File: src/rtl/v_mux_scan_serializer_if.sv
// Handshake and mux-side bus of the mux scan serializer.
// The master drives load/din/en and returns mux_do; the slave is the serializer.
interface v_mux_scan_serializer_if;
  logic       load;
  logic [7:0] din;
  logic       en;
  logic       mux_do;
  logic [7:0] di;
  logic [2:0] sel;
  logic       sout;
  logic       sout_valid;
  logic       busy;
  logic       done;

  modport master (
    output load,
    output din,
    output en,
    output mux_do,
    input  di,
    input  sel,
    input  sout,
    input  sout_valid,
    input  busy,
    input  done
  );

  modport slave (
    input  load,
    input  din,
    input  en,
    input  mux_do,
    output di,
    output sel,
    output sout,
    output sout_valid,
    output busy,
    output done
  );
endinterface

File: src/rtl/v_mux_scan_serializer.sv
// Serializes a captured byte by stepping an external 8:1 mux select
// and registering the returned bit, one bit per enabled cycle.
module v_mux_scan_serializer #(
  parameter bit MSB_FIRST = 1'b1
) (
  input  logic C,
  input  logic CLR,
  v_mux_scan_serializer_if.slave bus
);

  typedef enum logic {
    IDLE = 1'b0,
    SCAN = 1'b1
  } state_t;

  // sel=000 addresses di[7], so MSB-first starts at 0 and counts up
  localparam logic [2:0] SEL_START = MSB_FIRST ? 3'd0 : 3'd7;

  state_t     r_state;
  state_t     w_state_nxt;
  logic [2:0] r_cnt;
  logic [2:0] w_cnt_nxt;
  logic [2:0] r_sel;
  logic [2:0] w_sel_nxt;
  logic [7:0] r_di;
  logic [7:0] w_di_nxt;
  logic       r_sout;
  logic       w_sout_nxt;
  logic       r_vld;
  logic       w_vld_nxt;
  logic       r_done;
  logic       w_done_nxt;

  logic       w_accept;
  logic       w_step;
  logic       w_last;
  logic [2:0] w_sel_step;

  assign w_accept = (r_state == IDLE) && bus.load;
  assign w_step   = (r_state == SCAN) && bus.en;
  assign w_last   = w_step && (r_cnt == 3'd7);

  // 3-bit wrap lands exactly on SEL_START after the eighth step
  assign w_sel_step = MSB_FIRST ? (r_sel + 3'd1) : (r_sel - 3'd1);

  always_ff @(posedge C or posedge CLR) begin
    if (CLR) begin
      r_state <= IDLE;
    end else begin
      r_state <= w_state_nxt;
    end
  end

  always_comb begin
    w_state_nxt = r_state;
    unique case (r_state)
      IDLE: if (bus.load) w_state_nxt = SCAN;
      SCAN: if (w_last)   w_state_nxt = IDLE;
      default:            w_state_nxt = IDLE;
    endcase
  end

  always_comb begin
    w_di_nxt   = r_di;
    w_cnt_nxt  = r_cnt;
    w_sel_nxt  = r_sel;
    w_sout_nxt = r_sout;
    w_vld_nxt  = 1'b0;
    w_done_nxt = 1'b0;
    unique case (1'b1)
      w_accept: begin
        w_di_nxt  = bus.din;
        w_cnt_nxt = 3'd0;
        w_sel_nxt = SEL_START;
      end
      w_step: begin
        w_sout_nxt = bus.mux_do;
        w_vld_nxt  = 1'b1;
        w_sel_nxt  = w_sel_step;
        w_cnt_nxt  = r_cnt + 3'd1;
        w_done_nxt = w_last;
      end
      default: ;
    endcase
  end

  always_ff @(posedge C or posedge CLR) begin
    if (CLR) begin
      r_di   <= 8'h00;
      r_cnt  <= 3'd0;
      r_sel  <= 3'd0;
      r_sout <= 1'b0;
      r_vld  <= 1'b0;
      r_done <= 1'b0;
    end else begin
      r_di   <= w_di_nxt;
      r_cnt  <= w_cnt_nxt;
      r_sel  <= w_sel_nxt;
      r_sout <= w_sout_nxt;
      r_vld  <= w_vld_nxt;
      r_done <= w_done_nxt;
    end
  end

  assign bus.di         = r_di;
  assign bus.sel        = r_sel;
  assign bus.sout       = r_sout;
  assign bus.sout_valid = r_vld;
  assign bus.busy       = (r_state == SCAN);
  assign bus.done       = r_done;

endmodule

File: src/flat_wrapper.sv
// flat-port wrapper written by rule: the top's interface ports become plain ports
module v_mux_scan_serializer_flat 
#(
  parameter bit MSB_FIRST = 1'b1
)
  (C, CLR, bus_load, bus_din, bus_en, bus_mux_do, bus_di, bus_sel, bus_sout, bus_sout_valid, bus_busy, bus_done);
  v_mux_scan_serializer_if bus_i ();
  input  logic C;
  input  logic CLR;
  input wire logic [$bits(bus_i.load)-1:0] bus_load;
  input wire logic [$bits(bus_i.din)-1:0] bus_din;
  input wire logic [$bits(bus_i.en)-1:0] bus_en;
  input wire logic [$bits(bus_i.mux_do)-1:0] bus_mux_do;
  output wire logic [$bits(bus_i.di)-1:0] bus_di;
  output wire logic [$bits(bus_i.sel)-1:0] bus_sel;
  output wire logic [$bits(bus_i.sout)-1:0] bus_sout;
  output wire logic [$bits(bus_i.sout_valid)-1:0] bus_sout_valid;
  output wire logic [$bits(bus_i.busy)-1:0] bus_busy;
  output wire logic [$bits(bus_i.done)-1:0] bus_done;
  assign bus_i.load = bus_load;
  assign bus_i.din = bus_din;
  assign bus_i.en = bus_en;
  assign bus_i.mux_do = bus_mux_do;
  assign bus_di = bus_i.di;
  assign bus_sel = bus_i.sel;
  assign bus_sout = bus_i.sout;
  assign bus_sout_valid = bus_i.sout_valid;
  assign bus_busy = bus_i.busy;
  assign bus_done = bus_i.done;
  v_mux_scan_serializer #(.MSB_FIRST(MSB_FIRST)) u_core (.C(C), .CLR(CLR), .bus(bus_i));
endmodule
File: config.mk
export PLATFORM = sky130hd
export DESIGN_NAME = v_mux_scan_serializer_flat
export DESIGN_NICKNAME = d
export VERILOG_FILES = /design/src/rtl/v_mux_scan_serializer_if.sv /design/src/rtl/v_mux_scan_serializer.sv /design/src/flat_wrapper.sv
export SDC_FILE = /design/constraint.sdc
export NUM_CORES = 1
export LEC_CHECK = 0
export BUFFER_PORTS_ARGS = -buffer_cell sky130_fd_sc_hd__buf_2
export CAP_MARGIN = 20
export CORE_AREA = 2 2 54 56
export CTS_BUF_LIST = sky130_fd_sc_hd__clkbuf_16
export CTS_CLUSTER_DIAMETER = 30
export DETAILED_ROUTE_END_ITERATION = 8
export DIE_AREA = 0 0 56 58
export GPL_TIMING_DRIVEN = 0
export MAX_ROUTING_LAYER = met4
export PLACE_DENSITY = 0.52
export SKIP_LAST_GASP = 1
export SLEW_MARGIN = 10
export SYNTH_ARGS = -nofsm -noshare
export SYNTH_HDL_FRONTEND = slang
export SYNTH_SLANG_ARGS = --single-unit
File: constraint.sdc
create_clock -name C -period 1.59 [get_ports C]
set_input_delay 0.159 -clock C [delete_from_list [all_inputs] [get_ports C]]
set_output_delay 0.159 -clock C [all_outputs]
set_load 0.03 [all_outputs]
==> impl_metrics.env, run 1 <==
export IMPL_outcome="finished, final reports clean"
export IMPL_drc=0
export IMPL_cp_slowest_cell="dfrtp_1"
export IMPL_drtAntennaViolNets=0
export IMPL_cp_top_family="flip-flops"
export IMPL_ctsHoldBuffers=0
export IMPL_power_static_leakage_nw=0.518
export IMPL_place_hpwl_um=968
export IMPL_grt_use_total=0.0907
export IMPL_crit_path_end_kind="register"
export IMPL_synth_area_um2=757
export IMPL_path_class="reg2reg"
export IMPL_grt_max_degree=19
export IMPL_routed_wirelength_um=1280
export IMPL_firstDrtPassIters=3
export IMPL_vias=513
export IMPL_arrival_ns=1.37
export IMPL_fin_skew_ns=0.00178
export IMPL_io_pins=28
export IMPL_tightest_slew_ns=0.666
export IMPL_setup_violations=0
export IMPL_clk_pin_slew_ns=0.05
export IMPL_h_tree_depth=1
export IMPL_fillCellCount=266
export IMPL_maxCapViolations=0
export IMPL_ys_seq_elements=18
export IMPL_core_rowCount=19
export IMPL_layout_drive_gt1_share=0.524
export IMPL_yosysWarnings=0
export IMPL_postSynthCellCount=54
export IMPL_antenna_cells=0
export IMPL_drtIter0Drc=7
export IMPL_fin_tns_setup_ns=0
export IMPL_gp_congestion=0.676
export IMPL_clock_sinks=18
export IMPL_crit_chain="ha_1, mux2_2, a22o_1"
export IMPL_layout_common_cells="27 x buf_2, 18 x dfrtp_1, 11 x mux2_2"
export IMPL_power_density_nw_per_um2=2070
export IMPL_slew_violations=0
export IMPL_synth_cell_types=18
export IMPL_core_um2=2660
export IMPL_cts_setup_buffers=0
export IMPL_initial_core_util=0.284
export IMPL_path_max_fanout=3
export IMPL_max_slew_margin_rel=0.555
export IMPL_cts_buffer_depth=2
export IMPL_grt_remaining_overflow=0
export IMPL_hold_class="in2async"
export IMPL_grt_pass1_vias=500
export IMPL_io_buffers=26
export IMPL_cts_buffers=3
export IMPL_dieArea_um2=3250
export IMPL_synth_nets=70
export IMPL_critical_path_max_stage_delay_ns=0.40
export IMPL_cp_start_kind="register"
export IMPL_period_needed_ns=1.24
export IMPL_min_period_over_period=0.779
export IMPL_avgRoutedWirePerCell_um=11.1
export IMPL_ys_seq_area_frac=0.595
export IMPL_ctsResizeCount=0
export IMPL_cts_root_buffer="clkbuf_16"
export IMPL_final_nets=101
export IMPL_final_util=0.377
export IMPL_crit_buf_inv=0
export IMPL_area_growth_pct=32.7
export IMPL_finalHoldViolCount=0
export IMPL_antenna_found_initial=0
export IMPL_die_x_um=56
export IMPL_clk_latency_ns=0.25
export IMPL_syn_avg_cell_area_um2=14.0
export IMPL_vias_per_cell=4.46
export IMPL_tritoncts="built"
export IMPL_final_common_cell="buf_2"
export IMPL_rsz0062_at_grt="no"
export IMPL_peakVddDrop_mv=1.08
export IMPL_grt_pass1_wl_um=2180
export IMPL_cp_required_ns=1.72
export IMPL_die_h_um=58
export IMPL_fmax_mhz=808
-- stage by stage --
step / hold WS (ns) / cells / power [mW] / area (µm²) / setup WS (ns)
floorplan: 0.0976 / 54 / 1.37 / 757 / 0.238
global placement: 0.295 / 111 / 1.58 / 926 / 0.356
detailed placement: 0.305 / 111 / 1.60 / 926 / 0.362
CTS: 0.0390 / 115 / 2.11 / 1000 / 0.349
global route: 0.0888 / 115 / 2.20 / 1000 / 0.311
finish: 0.00315 / 115 / 2.08 / 1000 / 0.352
-- metal layers --
metal | GRT usage | share of wire
met2 | 0.126 | 0.43
met5 | - | 0
met1 | 0.115 | 0.46
met3 | 0.0513 | 0.11
met4 | 0.0204 | 0
-- flip-flops by register name, indices dropped and copies added, names as in the netlist --
signal / count
u_core.bus.di: 8
u_core.bus.sel: 3
u_core.r_cnt: 3
u_core.bus.busy: 1
u_core.bus.done: 1
u_core.bus.sout: 1
u_core.bus.sout_valid: 1
-- cell families (layout without fill, tap and decap cells) --
family / after synthesis / after routing / share of synthesized area
flip-flops: 18 / 18 / 0.595
multiplexers: 14 / 14 / 0.210
AND/OR/NAND/NOR: 7 / 7 / 0.0463
AO/OA/AOI/OAI: 6 / 6 / 0.0578
buffers and inverters: 6 / 36 / 0.0413
adder cells (fa/ha/maj): 3 / 3 / 0.0496
-- Yosys cell counts --
cell | count | area [µm²]
a21boi_0 | 1 | 7.51
a22o_1 | 2 | 17.5
and3_1 | 2 | 12.5
buf_2 | 1 | 5.00
buf_4 | 2 | 15.0
dfrtp_1 | 18 | 450
ha_1 | 3 | 37.5
inv_1 | 3 | 11.3
mux2_2 | 11 | 124
mux2_4 | 1 | 15.0
mux2i_1 | 2 | 20.0
nand2_1 | 1 | 3.75
nand3_1 | 1 | 5.00
nor2_1 | 2 | 7.51
nor2b_1 | 1 | 6.26
o21ai_0 | 1 | 5.00
o21ai_1 | 1 | 5.00
o22a_1 | 1 | 8.76
-- report_power, final --
part | total (mW) | leakage [nW] | switching (mW) | internal, mW
logic | 0.838 | 0.264 | 0.501 | 0.338
registers | 0.745 | 0.215 | 0.0998 | 0.645
clock network | 0.494 | 0.0385 | 0.160 | 0.334
-- cell type report --
type,count,area [µm²],area share
clock buffers,3,75.1,0.0747
repair buffers,26,130,0.130
plain buffers,3,20.0,0.0199
multi-input cells,30,275,0.274
inverters,3,11.3,0.0112
clock inverters,1,3.75,0.00374
flip-flops and latches,18,450,0.448
well taps,31,38.8,0.0386
-- path summary, 6_finish.rpt --
kind	startpoint	to	slack [ns]	cells past startpoint
min reg2reg	u_core.r_cnt[0]	u_core.r_cnt[0]	0.47	1
max in group asynchronous	CLR	u_core.bus.di[1]	1.16	2
max	u_core.bus.sel[0]	u_core.bus.sel[1]	0.35	3
min in group C	bus_din[3]	u_core.bus.di[3]	0.14	2
max reg2reg	u_core.bus.sel[0]	u_core.bus.sel[1]	0.35	3
min	CLR	u_core.bus.di[5]	0.003	2
(Power assumes the default switching activity.)
==> inputs of run 2 (changes only) <==
clock period = 1.2 ns   (was 1.59 ns; I/O delays follow)
==> run 2 against run 1 <==
Net effect: power up 39%; via count up 1.9%; sequential power up 33%; die area unchanged; clock skew down 0.00080 ns; non-clock buffer count up 5; combinational power up 48%; register-to-register slack worse by 0.35 ns; critical endpoint unchanged.
==> impl_metrics.env, run 2 (synthesis gave the netlist of run 1 again) <==
export IMPL_outcome="finished, final reports clean"
export IMPL_maxCapViolations=0
export IMPL_layout_common_cells="27 x buf_2, 16 x dfrtp_1, 10 x mux2_2"
export IMPL_clk_pin_slew_ns=0.05
export IMPL_cts_buffers=3
export IMPL_die_h_um=58
export IMPL_vias_per_cell=4.36
export IMPL_peakVddDrop_mv=1.74
export IMPL_clk_latency_ns=0.24
export IMPL_dieArea_um2=3250
export IMPL_grt_max_degree=19
export IMPL_cp_required_ns=1.33
export IMPL_grt_pass1_wl_um=2240
export IMPL_cp_slowest_cell="dfrtp_2"
export IMPL_arrival_ns=1.33
export IMPL_max_slew_margin_rel=0.565
export IMPL_cts_root_buffer="clkbuf_16"
export IMPL_final_area_um2=1070
export IMPL_area_growth_pct=40.8
export IMPL_rsz0062_at_grt="yes"
export IMPL_antenna_cells=0
export IMPL_fmax_mhz=836
export IMPL_fin_skew_ns=0.000987
export IMPL_vias=523
export IMPL_tightest_slew_ns=0.652
export IMPL_die_x_um=56
export IMPL_firstDrtPassIters=2
export IMPL_layout_drive_gt1_share=0.584
export IMPL_initial_core_util=0.284
export IMPL_timing_hold_ws_ns=0.105
export IMPL_hold_class="in2reg"
export IMPL_cp_start_kind="register"
export IMPL_avgRoutedWirePerCell_um=10.9
export IMPL_dpl_cell_area_um2=928
export IMPL_path_class="reg2reg"
export IMPL_tritoncts="built"
export IMPL_final_common_cell="buf_2"
export IMPL_grt_remaining_overflow=0
export IMPL_io_pins=28
export IMPL_largest_reg_flops=8
export IMPL_h_tree_depth=1
export IMPL_drtIter0Drc=7
export IMPL_antenna_found_initial=0
export IMPL_finalPower_mw=2.88
export IMPL_crit_path_end_kind="register"
export IMPL_gp_congestion=0.672
export IMPL_min_period_over_period=0.997
export IMPL_critical_path_max_stage_delay_ns=0.42
export IMPL_core_rowCount=19
export IMPL_drtAntennaViolNets=0
export IMPL_routed_wirelength_um=1300
export IMPL_drc=0
export IMPL_power_density_nw_per_um2=2700
export IMPL_grt_use_total=0.0912
export IMPL_layout_area_seq_um2=453
export IMPL_core_um2=2660
export IMPL_multiInputGateArea_um2=294
export IMPL_place_hpwl_um=1010
export IMPL_crit_chain="ha_4, mux2_4, a22o_1"
export IMPL_slew_violations=0
export IMPL_io_buffers=26
export IMPL_fillCellCount=272
export IMPL_power_static_leakage_nw=0.543
export IMPL_final_nets=106
export IMPL_path_max_fanout=2
export IMPL_finalHoldViolCount=0
export IMPL_setup_violations=0
export IMPL_period_needed_ns=1.20
export IMPL_clock_sinks=18
export IMPL_cts_buffer_depth=2
export IMPL_final_util=0.400
export IMPL_grt_pass1_vias=502
[run 2: final cells by class]
type	instances	share of cell area
Inverter	3	0.0106
Tap cell	31	0.0364
Timing Repair Buffer	31	0.160
Multi-Input combinational cell	30	0.276
Clock buffer	3	0.0704
Clock inverter	1	0.00352
Sequential cell	18	0.425
Buffer	3	0.0188
[run 2: metal layers]
| layer | global-route usage | vias up | share of wire |
|---|---|---|---|
| met4 | 0.0306 | 0 | 0.013 |
| met2 | 0.133 | 14 | 0.44 |
| li1 | - | 262 | - |
| met3 | 0.0335 | 4 | 0.057 |
| met5 | - | - | 0 |
| met1 | 0.118 | 243 | 0.49 |
[run 2: through the flow]
step	cells	setup WS (ns)	setup TNS, ns
floorplan	54	-0.106	-0.372
global placement	111	-0.0375	-0.0463
detailed placement	111	-0.0508	-0.0639
CTS	120	-0.0179	-0.0179
global route	120	-0.0328	-0.246
finish	120	0.00376	0
[run 2: report_power, final]
group | internal, mW | switching [mW] | total, mW
sequential | 0.859 | 0.130 | 0.990
combinational | 0.540 | 0.697 | 1.24
clock | 0.442 | 0.209 | 0.651
total | 1.84 | 1.04 | 2.88
[run 2: path summary, 6_finish.rpt]
| kind | endpoint | slack (ns) | from | cells past startpoint |
|---|---|---|---|---|
| min in group asynchronous | u_core.bus.sout_valid | 0.50 | CLR | 3 |
| hold / removal | u_core.bus.di[7] | 0.11 | bus_din[7] | 2 |
| hold reg to reg | u_core.bus.di[5] | 0.50 | u_core.bus.di[5] | 1 |
| max in group asynchronous | u_core.bus.sel[1] | 0.24 | CLR | 3 |
| setup reg to reg | u_core.bus.sel[1] | 0.004 | u_core.bus.sel[0] | 3 |
| setup / recovery | u_core.bus.sel[1] | 0.004 | u_core.bus.sel[0] | 3 |
[run 2: repair_timing]
item                                   4_1_cts  5_1_grt
resized for setup                            2        1
endpoints found under the hold margin       18        0
setup endpoints to repair                    2       11
pin swaps                                    3        1
hold buffers                                 1        0
buffers inserted                             4        0
[run 2: critical path, delay by kind of cell, from the launching register on]
kind | cells | cell delay [ns]
multiplexers | 1 | 0.25
adder cells (fa/ha/maj) | 1 | 0.23
flip-flops | 1 | 0.42
AO/OA/AOI/OAI | 1 | 0.18
==> inputs of run 3 (changes only) <==
CELL_PAD_IN_SITES_DETAIL_PLACEMENT = 2   (was unset)
CELL_PAD_IN_SITES_GLOBAL_PLACEMENT = 2   (was unset)
PLACE_DENSITY = 0.74   (was 0.52)
==> run 3 against run 2 <==
Net effect: the flow now finishes with violations (negative hold slack, negative setup slack); fmax is 3.2% lower; clock skew is 0.0017 ns higher; largest power group unchanged; via count is 5.2% higher; non-clock buffer count is 1 lower; clock power is 2% higher.
==> impl_metrics.env, run 3 (synthesis gave the netlist of run 1 again) <==
export IMPL_outcome="finished with violations"
export IMPL_violations="negative hold slack, negative setup slack"
export IMPL_avgRoutedWirePerCell_um=15.5
export IMPL_cp_start_kind="register"
export IMPL_gp_congestion=0.667
export IMPL_die_x_um=56
export IMPL_finalPower_mw=3.00
export IMPL_max_slew_margin_rel=0.543
export IMPL_finalWorstSetupSlack_ns=-0.0359
export IMPL_grt_max_degree=19
export IMPL_antenna_found_initial=0
export IMPL_finalHoldViolCount=18
export IMPL_area_growth_pct=39.7
export IMPL_die_h_um=58
export IMPL_final_area_um2=1060
export IMPL_ctsHoldBuffers=0
export IMPL_routed_wirelength_um=1840
export IMPL_final_nets=105
export IMPL_cp_required_ns=1.33
export IMPL_power_density_nw_per_um2=2830
export IMPL_path_max_fanout=2
export IMPL_core_um2=2660
export IMPL_vias_per_cell=4.62
export IMPL_grt_use_total=0.128
export IMPL_crit_buf_inv=0
export IMPL_rsz0062_at_grt="yes"
export IMPL_place_inst=111
export IMPL_firstDrtPassIters=2
export IMPL_slew_violations=0
export IMPL_stdcell_count=119
export IMPL_grt_pass1_vias=622
export IMPL_clock_sinks=18
export IMPL_dieArea_um2=3250
export IMPL_fin_tns_setup_ns=-0.0446
export IMPL_grt_pass1_wl_um=3030
export IMPL_cts_buffers=3
export IMPL_period_needed_ns=1.24
export IMPL_fmax_mhz=809
export IMPL_fin_skew_ns=0.00270
export IMPL_io_pins=28
export IMPL_layout_common_cells="27 x buf_2, 16 x dfrtp_1, 9 x mux2_2"
export IMPL_peakVddDrop_mv=1.50
export IMPL_cts_buffer_depth=2
export IMPL_drtIter0Drc=10
export IMPL_arrival_ns=1.37
export IMPL_cp_slowest_cell="dfrtp_1"
export IMPL_crit_chain="ha_1, mux2_4, a22o_1"
export IMPL_final_common_cell="buf_2"
export IMPL_layout_drive_gt1_share=0.580
export IMPL_power_static_leakage_nw=0.544
export IMPL_hold_class="in2async"
export IMPL_grt_remaining_overflow=0
export IMPL_tightest_slew_ns=0.684
export IMPL_min_period_over_period=1.03
export IMPL_clk_pin_slew_ns=0.05
export IMPL_cts_root_buffer="clkbuf_16"
export IMPL_critical_path_max_stage_delay_ns=0.39
export IMPL_clk_latency_ns=0.25
export IMPL_h_tree_depth=1
export IMPL_initial_core_util=0.284
export IMPL_largest_reg_flops=8
export IMPL_drc=0
export IMPL_tritoncts="built"
export IMPL_path_class="reg2reg"
export IMPL_vias=550
export IMPL_timing_hold_ws_ns=-0.0329
export IMPL_core_rowCount=19
export IMPL_drtAntennaViolNets=0
export IMPL_place_hpwl_um=1200
export IMPL_maxCapViolations=0
export IMPL_antenna_cells=0
export IMPL_io_buffers=26
export IMPL_crit_path_end_kind="register"
export IMPL_setup_violations=2
export IMPL_cp_top_family="flip-flops"
export IMPL_dpl_cell_area_um2=928
## run 3: changes by cell type in the layout (fill, tap and decap cells not counted), sizes merged
cell | before | now
dlygate4sd3 | 1 | 0
## run 3: final timing paths
| check | cells after the start | slack, ns | startpoint | endpoint |
|---|---|---|---|---|
| max | 3 | -0.04 | u_core.r_cnt[1] | u_core.r_cnt[1] |
| min | 2 | -0.03 | CLR | u_core.bus.di[5] |
| max reg2reg | 3 | -0.04 | u_core.r_cnt[1] | u_core.r_cnt[1] |
| min reg2reg | 1 | 0.48 | u_core.r_cnt[0] | u_core.r_cnt[0] |
| max in group asynchronous | 2 | 0.75 | CLR | u_core.bus.sel[1] |
| min in group C | 2 | 0.10 | bus_mux_do | u_core.bus.sout |
## run 3: what timing repair did
item                                    4_1_cts  5_1_grt
buffers inserted                              3        1
endpoints found under the setup margin        2        3
gates resized for setup                       3        0
pin swaps                                     3        1
## run 3: power by group
part           switching [mW]  internal (mW)  leakage [nW]
combinational           0.759          0.575         0.292
clock                   0.219          0.443        0.0385
sequential              0.141          0.860         0.213
total                    1.12           1.88         0.544
## run 3: per-layer routing
layer,up-vias,wire [µm],global-route usage
li1,255,-,-
met1,282,765,0.159
met2,11,968,0.195
met3,2,81,0.0357
met4,0,26,0.0612
met5,-,0,-
## run 3: cell type report
| cell class | count | area (µm²) |
|---|---|---|
| fill | 274 | 1610 |
| sequential | 18 | 453 |
| multi-input combinational | 30 | 295 |
| timing repair buffer | 30 | 160 |
| clock buffer | 3 | 75.1 |
| tap | 31 | 38.8 |
| buffer | 3 | 20.0 |
| inverter | 3 | 11.3 |
| clock inverter | 1 | 3.75 |
## run 3: per-stage QoR
stage                     worst slack [ns]  hold WS (ns)  utilization
after floorplan                     -0.106        0.0584            -
after global placement             -0.0305         0.263        0.349
after detailed placement           -0.0500         0.252        0.349
after CTS                          -0.0254       0.00184        0.394
after global routing               -0.0801        0.0216        0.397
final                              -0.0359       -0.0329        0.397
## run 3: worst reg2reg max path: stages, from the launching register on
cell,delay [ns]
dfrtp_1,0.39
ha_1,0.29
mux2_4,0.26
a22o_1,0.18
